==> config.mk <==
export PLATFORM = sky130hd
export DESIGN_NAME = qsort_host_master
export DESIGN_NICKNAME = d
export VERILOG_FILES = /design/src/rtl/qsort_host_master.sv
export SDC_FILE = /design/constraint.sdc
export NUM_CORES = 1
export LEC_CHECK = 0
export CORE_MARGIN = 3
export CORE_UTILIZATION = 53
export DETAILED_ROUTE_END_ITERATION = 10
export PLACE_DENSITY = 0.79
export REMOVE_ABC_BUFFERS = 1
export SYNTH_ARGS = -nofsm -noshare
export SYNTH_HDL_FRONTEND = slang
export SYNTH_SLANG_ARGS = --single-unit
==> constraint.sdc <==
create_clock -name axis_clk -period 2.7 [get_ports axis_clk]
set_input_delay 0.54 -clock axis_clk [delete_from_list [all_inputs] [get_ports axis_clk]]
set_output_delay 0.54 -clock axis_clk [all_outputs]
set_load 0.01 [all_outputs]
==> src/rtl/qsort_host_master.sv <==
// Initiator-side driver for the qsort accelerator: AXI-Lite start, AXI-Stream send,
// ap_done polling and count-based result collection. Optional macro: QSORT_HOST_TIMEOUT_EN.
module qsort_host_master #(
    parameter int pADDR_WIDTH = 12,
    parameter int pDATA_WIDTH = 32,
    parameter int pNUM        = 11,
    parameter int pPOLL_GAP   = 4,
    parameter int pTIMEOUT    = 1024
) (
    input  logic                   axis_clk,
    input  logic                   axis_rst_n,
    input  logic                   src_we,
    input  logic [3:0]             src_idx,
    input  logic [pDATA_WIDTH-1:0] src_wdata,
    input  logic [3:0]             dst_idx,
    output logic [pDATA_WIDTH-1:0] dst_rdata,
    input  logic                   go,
    output logic                   busy,
    output logic                   done,
    output logic                   err,
    output logic                   awvalid,
    output logic [pADDR_WIDTH-1:0] awaddr,
    input  logic                   awready,
    output logic                   wvalid,
    output logic [pDATA_WIDTH-1:0] wdata,
    input  logic                   wready,
    output logic                   arvalid,
    output logic [pADDR_WIDTH-1:0] araddr,
    input  logic                   arready,
    input  logic                   rvalid,
    input  logic [pDATA_WIDTH-1:0] rdata,
    output logic                   rready,
    output logic                   ss_tvalid,
    output logic [pDATA_WIDTH-1:0] ss_tdata,
    output logic                   ss_tlast,
    input  logic                   ss_tready,
    input  logic                   sm_tvalid,
    input  logic [pDATA_WIDTH-1:0] sm_tdata,
    input  logic                   sm_tlast,
    output logic                   sm_tready
);
    typedef enum logic [2:0] {
        S_IDLE, S_WR_START, S_STREAM, S_POLL_AR, S_POLL_R, S_POLL_GAP, S_COLLECT, S_DONE
    } state_t;

    localparam logic [3:0]    NUM      = 4'(pNUM);
    localparam logic [3:0]    LAST     = 4'(pNUM - 1);
    localparam int            GW       = (pPOLL_GAP > 1) ? $clog2(pPOLL_GAP) : 1;
    localparam logic [GW-1:0] GAP_LAST = GW'(pPOLL_GAP - 1);

    state_t                 state, state_nxt;
    logic [3:0]             cnt, cnt_nxt;
    logic [GW-1:0]          gap, gap_nxt;
    logic                   aw_done, aw_done_nxt, w_done, w_done_nxt;
    logic                   done_q, err_q, timeout;
    logic [pDATA_WIDTH-1:0] src [pNUM];
    logic [pDATA_WIDTH-1:0] dst [pNUM];
    logic                   aw_fire, w_fire, ar_fire, r_fire, ss_fire, sm_fire;

    // Handshake outputs are pure decodes of state so every reset/timeout drops them at once.
    assign busy      = (state != S_IDLE) && (state != S_DONE);
    assign done      = done_q;
    assign err       = err_q;
    assign awvalid   = (state == S_WR_START) && !aw_done;
    assign wvalid    = (state == S_WR_START) && !w_done;
    assign awaddr    = '0;
    assign araddr    = '0;
    assign wdata     = {{(pDATA_WIDTH-1){1'b0}}, state == S_WR_START};
    assign arvalid   = (state == S_POLL_AR);
    assign rready    = (state == S_POLL_R);
    assign ss_tvalid = (state == S_STREAM);
    assign ss_tdata  = (state == S_STREAM) ? src[cnt] : '0;
    assign ss_tlast  = (state == S_STREAM) && (cnt == LAST);
    assign sm_tready = (state == S_COLLECT);
    assign dst_rdata = (dst_idx < NUM) ? dst[dst_idx] : '0;

    assign aw_fire = awvalid & awready;
    assign w_fire  = wvalid & wready;
    assign ar_fire = arvalid & arready;
    assign r_fire  = rready & rvalid;
    assign ss_fire = ss_tvalid & ss_tready;
    assign sm_fire = sm_tvalid & sm_tready;

    logic unused_sig;
    assign unused_sig = ^{rdata[pDATA_WIDTH-1:2], rdata[0], sm_tlast};

`ifdef QSORT_HOST_TIMEOUT_EN
    logic [31:0] wdog;
    logic        hs;
    assign hs      = aw_fire | w_fire | ar_fire | r_fire | ss_fire | sm_fire;
    assign timeout = busy && (wdog == 32'(pTIMEOUT));

    always_ff @(posedge axis_clk or negedge axis_rst_n) begin
        if (!axis_rst_n)      wdog <= '0;
        else if (!busy || hs) wdog <= '0;
        else                  wdog <= wdog + 32'd1;
    end
`else
    localparam int unused_timeout = pTIMEOUT;
    assign timeout = 1'b0;
`endif

    always_comb begin
        state_nxt   = state;
        cnt_nxt     = cnt;
        gap_nxt     = gap;
        aw_done_nxt = aw_done;
        w_done_nxt  = w_done;
        case (state)
            S_IDLE:     if (go) state_nxt = S_WR_START;
            S_WR_START: begin
                aw_done_nxt = aw_done | aw_fire;
                w_done_nxt  = w_done | w_fire;
                if (aw_done_nxt && w_done_nxt) begin
                    aw_done_nxt = 1'b0;
                    w_done_nxt  = 1'b0;
                    state_nxt   = S_STREAM;
                end
            end
            S_STREAM: if (ss_fire) begin
                cnt_nxt = (cnt == LAST) ? 4'd0 : cnt + 4'd1;
                if (cnt == LAST) state_nxt = S_POLL_AR;
            end
            S_POLL_AR:  if (ar_fire) state_nxt = S_POLL_R;
            S_POLL_R: if (r_fire) begin
                gap_nxt   = '0;
                state_nxt = rdata[1] ? S_COLLECT : S_POLL_GAP;
            end
            S_POLL_GAP: begin
                gap_nxt = gap + GW'(1);
                if (gap == GAP_LAST) state_nxt = S_POLL_AR;
            end
            S_COLLECT: if (sm_fire) begin
                cnt_nxt = (cnt == LAST) ? 4'd0 : cnt + 4'd1;
                if (cnt == LAST) state_nxt = S_DONE;
            end
            S_DONE:     state_nxt = S_IDLE;
            default:    state_nxt = S_IDLE;
        endcase
        if (timeout) begin
            state_nxt   = S_IDLE;
            cnt_nxt     = '0;
            aw_done_nxt = 1'b0;
            w_done_nxt  = 1'b0;
        end
    end

    always_ff @(posedge axis_clk or negedge axis_rst_n) begin
        if (!axis_rst_n) begin
            state   <= S_IDLE;
            cnt     <= '0;
            gap     <= '0;
            aw_done <= 1'b0;
            w_done  <= 1'b0;
            done_q  <= 1'b0;
            err_q   <= 1'b0;
        end else begin
            state   <= state_nxt;
            cnt     <= cnt_nxt;
            gap     <= gap_nxt;
            aw_done <= aw_done_nxt;
            w_done  <= w_done_nxt;
            if (state == S_IDLE && go) begin
                done_q <= 1'b0;
                err_q  <= 1'b0;
            end else begin
                if (state_nxt == S_DONE) done_q <= 1'b1;
                if (timeout)             err_q  <= 1'b1;
            end
        end
    end

    always_ff @(posedge axis_clk or negedge axis_rst_n) begin
        if (!axis_rst_n) begin
            for (int i = 0; i < pNUM; i++) begin
                src[i] <= '0;
                dst[i] <= '0;
            end
        end else begin
            if (state == S_IDLE && src_we && src_idx < NUM) src[src_idx] <= src_wdata;
            if (sm_fire) dst[cnt] <= sm_tdata;
        end
    end
endmodule

== Word level (Yosys, flattened, before mapping) ==
Cells that the tools add are included.

* Flip-flop bits (word level): 716
* Output and inout port bits: 130
* Word-level logic and storage cells: 116

* $add $sub $neg: 2
* $lt $le $gt $ge: 7
* Equal/unequal tests: 14
* Mux-type cells: 35
* Bitwise logic cells: 11
* Reductions and logical operators: 19

{| class="wikitable"
|+ Operator list
! cell !! count
|-
| 352-bit bitwise mux || 2
|-
| 32-bit binary-select mux with 4-bit select || 2
|-
| 32-bit demux with 4-bit select || 2
|-
| 32-bit two-way mux || 8
|-
| 3-bit two-way mux || 9
|-
| 3-bit case mux with 8 select lines || 1
|-
| 3-bit equality test (second input constant) || 5
|-
| 5-bit >= comparator (second input constant) || 3
|-
| 4-bit NOT with 5-bit output || 3
|-
| 4-bit two-way mux || 3
|-
| 1-bit logical AND || 10
|-
| 5-bit by 1-bit less-than comparator with 1-bit output (second input constant) || 2
|-
| 4-bit less-than comparator (second input constant) || 2
|-
| 4-bit case mux with 2 select lines || 1
|-
| 1-bit bitwise AND || 6
|-
| 3-bit by 2-bit equality test with 1-bit output (second input constant) || 2
|-
| 2-bit by 1-bit != test with 1-bit output (second input constant) || 3
|-
| 2-bit nonzero test || 3
|-
| 4-bit by 1-bit adder with 4-bit output (second input constant) || 1
|-
| 4-bit equality test (second input constant) || 1
|-
| 1-bit two-way mux || 4
|-
| 2-bit two-way mux || 2
|-
| 2-bit case mux with 2 select lines || 1
|-
| 3-bit by 1-bit equality test with 1-bit output (second input constant) || 1
|-
| 9 further kinds || 11
|}

== Depth between registers and ports, before layout ==
* Word-level depth: 10
* Gate-level depth with buffers: 8
* Gate-level depth less buffers: 6

== Least setup slack after synthesis ==
No wires, ideal clock.

* Kind: input to output
* From: input dst_idx[0]
* To: output dst_rdata[11]
* Arrival: 2299 ps
* Data required time: 2160 ps
* Path slack: -139 ps
* Cell stages on the path: 6
* Path buffers: 3
* Cell sequence: clkbuf_1 buf_1 buf_2 mux4_2 a22oi_1 o21ai_0

* Longest elaborated chain between the ends: 5
* Elaborated cells on any way between the ends: 6

{| class="wikitable"
|+ Ends and longest elaborated chain
! item !! line !! source
|-
| start: declaration || 15 || <nowiki>input logic [3:0] dst_idx,</nowiki>
|-
| 4-bit NOT with 5-bit output (not written as such) || 75 || <nowiki>assign dst_rdata = (dst_idx < NUM) ? dst[dst_idx] : '0;</nowiki>
|-
| 32-bit binary-select mux with 4-bit select || 75 ||
|-
| 32-bit two-way mux (not written as such) (2 in series) || 75 ||
|-
| 32-bit two-way mux (*) || 75 ||
|-
| end: declaration || 16 || <nowiki>output logic [pDATA_WIDTH-1:0] dst_rdata,</nowiki>
|}

Every way passes the cells marked *; elsewhere a longest branch is shown, timed or not. The select of a mux whose other input is x is not followed.

== Final worst setup path ==
* From: register cnt[0]
* To: output ss_tdata[23]

* Longest elaborated chain between the ends: 5

{| class="wikitable"
|+ Ends and longest elaborated chain
! item !! line !! source
|-
| start: declaration || 52 || <nowiki>logic [3:0] cnt, cnt_nxt;</nowiki>
|-
| start signal: assignment || 159 || <nowiki>cnt <= cnt_nxt;</nowiki>
|-
| 4-bit NOT with 5-bit output (not written as such) || 72 || <nowiki>assign ss_tdata = (state == S_STREAM) ? src[cnt] : '0;</nowiki>
|-
| 32-bit binary-select mux with 4-bit select || 72 ||
|-
| 32-bit two-way mux (not written as such) (2 in series) || 72 ||
|-
| 32-bit two-way mux || 72 ||
|-
| end: declaration || 34 || <nowiki>output logic [pDATA_WIDTH-1:0] ss_tdata,</nowiki>
|}

No other way between the ends. The select of a mux whose other input is x is not followed.

==> results.py <==
metrics = {
    "global_routing": {
        "grt_pass1_wl_um": 135000,
        "grt_antenna_before_repair": 10,
        "grt_pass1_vias": 23500,
        "globalRouteOverflowTotal": 0,
        "grtUsageTotal_pct": 26.1,
        "grt_max_degree": 95,
    },
    "setup_path": {
        "cp-start-kind": "flop",
        "path_cells": "buf_12 > buf_16 > buf_4 > mux4_2 > a22oi_2 > a21oi_2 > buf_2",
        "cp.required_ps": 2160,
        "setup.worst_path.end_class": "output pin",
        "slowest_stage": "dfrtp_4",
        "path_delay_family": "buffers and inverters",
        "path_buf_inv": 4,
        "critical_path_class": "reg2out",
        "cp_data_arrival_time_ps": 2470,
        "cpPeakStageDelay_ps": 520,
        "crit_fanout": 7,
    },
    "route": {
        "drt-total-wl_um": 85700,
        "firstDrtPassIters": 5,
        "num_vias": 20900,
        "wl_per_cell_um": 24.5,
        "avgViaCountPerCell": 5.99,
        "drtAntennaViolNets": 0,
        "detail_route.iter0.violations": 1538,
        "drc": 0,
    },
    "timing": {
        "fin_ws_ps": -307,
        "holdWs_ps": 436,
        "skew_ps": 23.8,
        "setup_violations": 32,
        "max_freq_mhz": 333,
        "rsz0062_at_grt": "yes",
        "final_hold_viol_count": 0,
        "maxSlewViolCount": 0,
        "max_slew.worst_pin.slew_ps": 727,
        "max_slew_margin_pct": 51.5,
        "finalCritPeriodShare_pct": 111,
        "fin_crit_ps": 3010,
    },
    "clock_tree": {
        "htree_levels": 3,
        "clock_sinks": 716,
        "cts_tree": "done",
        "numCtsBuffers": 76,
        "clk_pin_slew_ps": 60,
        "clk_latency_ps": 620,
        "cts-root-buf": "clkbuf_16",
        "cts_buffer_depth": 3,
    },
    "worst_hold_path": {
        "min_path_type": "in2async",
    },
    "power_and_ir_drop": {
        "powerDensity_mw_per_mm2": 962,
        "vdd_drop_max_mv": 0.596,
        "p_leak_uw": 0.0192,
        "total_power_uw": 38900,
    },
    "synthesis": {
        "synth_top_area_share_pct": 54.0,
        "synth_area_leaders": "dfrtp_1 (54%), mux2_2 (26%), mux4_2 (5.5%)",
        "seq_area_frac_synth_pct": 54.0,
        "yosysWarnings": 0,
        "yosys.area.top_type": "dfrtp_1",
        "syn_area_mm2": 0.0332,
        "synth_cells": 2355,
        "avgSynthCellArea_um2": 14.1,
        "yosys_most_used_dff": "dfrtp_1",
        "synth_cell_type_count": 50,
        "async_flop_share_pct": 100,
        "ys_seq_elements": 716,
        "synth_edf_count": 0,
    },
    "floorplanning": {
        "initial_utilization_pct": 53.7,
        "dieArea_mm2": 0.0657,
        "coreArea_mm2": 0.0618,
        "die_x_um": 256,
        "row_count": 91,
        "ios": 245,
        "dieHeight_um": 256,
    },
    "cells_and_area": {
        "syn_to_final_growth_pct": 21.7,
        "nets": 2706,
        "drive_above_1_share_pct": 50.4,
    },
    "placed_design": {
        "dp_hpwl_um": 49900,
        "portBuffers": 156,
        "gp_congestion": 0.794,
    },
    "run_status": {
        "status": "complete, but fails checks",
        "violations": "setup timing",
    },
    "run": {
        "cap_violations": 0,
    },
}
[routing by layer]
layer,vias up,global-route usage [%],share of wire (%)
met5,-,0,0.072
met4,8,10.4,3.3
met3,202,5.32,5.6
met2,660,45.3,51
met1,11100,31.9,40
li1,8953,-,-
[area by class of cell]
type / instances / area, µm²
clock inverter: 26 / 267
inverter: 5 / 18.8
tap: 837 / 1050
sequential: 716 / 17900
clock buffer: 110 / 2190
timing repair buffer: 383 / 4260
fill: 4174 / 21400
multi-input combinational: 1408 / 14700
antenna: 6 / 15.0
[logic make-up (layout without fill, tap and decap cells)]
family | after synthesis | in the layout | synth area share, %
adder cells (fa/ha/maj) | 1 | 1 | 0.0377
multiplexers | 937 | 937 | 34.2
buffers and inverters | 286 | 524 | 4.32
XOR/XNOR | 1 | 1 | 0.0264
AND/OR/NAND/NOR | 175 | 175 | 2.66
other | 1 | 62 | 0.0113
AO/OA/AOI/OAI | 238 | 238 | 4.82
flip-flops | 716 | 716 | 54.0
[cell usage after synthesis (6+ instances only)]
master / number
o22ai_1: 43
buf_2: 56
nand2_1: 42
o21ai_0: 17
nor2b_1: 42
clkbuf_1: 127
mux2_1: 9
o32ai_1: 28
a22o_1: 7
mux2_2: 752
mux2i_1: 95
buf_1: 26
nor2_1: 60
dfrtp_1: 716
o2bb2ai_1: 25
buf_6: 6
buf_4: 65
a22oi_1: 27
mux4_2: 81
nor3b_1: 6
a21oi_1: 72
[worst paths after layout]
check	start	depth (start not counted)	to	slack, ps
max	cnt[0]$_DFFE_PN0P_	7	ss_tdata[23]	-310
min	axis_rst_n	2	src[2]$_DFFE_PN0P_	440
max reg2reg	state[0]$_DFF_PN0_	6	src[344]$_DFFE_PN0P_	200
min reg2reg	src[330]$_DFFE_PN0P_	1	src[330]$_DFFE_PN0P_	490
max in group asynchronous	axis_rst_n	4	dst[219]$_DFFE_PN0P_	1330
min in group axis_clk	src[330]$_DFFE_PN0P_	1	src[330]$_DFFE_PN0P_	490
[layout by cell type, fill, tap and decap left out, drive strengths merged, types with 7 or more instances in the layout]
cell / Yosys / layout
nand2: 42 / 42
nor2b: 42 / 42
clkbuf: 128 / 113
a22o: 7 / 7
mux4: 81 / 81
nor3b: 7 / 7
nor2: 61 / 61
o22ai: 43 / 43
a21oi: 72 / 72
mux2: 761 / 761
o2bb2ai: 25 / 25
mux2i: 95 / 95
clkdlybuf4s50: 0 / 80
o21ai: 17 / 17
inv: 5 / 8
a22oi: 27 / 27
buf: 153 / 257
conb: 1 / 56
o32ai: 28 / 28
dfrtp: 716 / 716
clkinv: 0 / 20
dlygate4sd2: 0 / 27
[repair_timing]
action / in CTS / in global routing
setup buffers: 43 / 7
pin swaps: 36 / 25
endpoints found under the setup margin: 69 / 48
endpoints found under the hold margin: 23 / 0
hold buffers: 1 / 0
gates cloned: 10 / 1
gates resized for setup: 297 / 45
[through the flow]
| stage | area [µm²] | TNS [ps] | std cells | util (%) | worst slack [ps] |
|---|---|---|---|---|---|
| 2_1_floorplan | 32000 | -929680 | 2129 | - | -2650 |
| 3_3_place_gp | 36700 | -20550 | 3291 | 59.4 | -373 |
| 3_5_place_dp | 36700 | -24590 | 3291 | 59.4 | -394 |
| 4_1_cts | 40200 | -7640 | 3479 | 65.0 | -301 |
| 5_1_grt | 40400 | -10210 | 3490 | 65.4 | -378 |
| 6_report | 40400 | -7850 | 3491 | 65.4 | -307 |
[report_power, final]
group / internal (µW) / leakage [µW] / switching, µW
combinational: 7070 / 0.00832 / 5350
sequential: 14300 / 0.00969 / 1960
clock: 5880 / 0.00121 / 4340
total: 27200 / 0.0192 / 11600
[worst reg2reg max path, cell delays in order, from the launching register on]
cell     delay [ps]
dfrtp_1         410
buf_6           170
or4b_4          530
or3_4           410
nor3_4          200
buf_4           280
mux2_2          380
[state kept, by name, summed over array words and instances, names as in the netlist]
| name | cells |
|---|---|
| cnt | 4 |
| w_done | 1 |
| done | 1 |
| gap | 2 |
| src | 352 |
| state | 3 |
| dst | 352 |
| aw_done | 1 |
No activity file was read; power rests on OpenSTA's default activity.
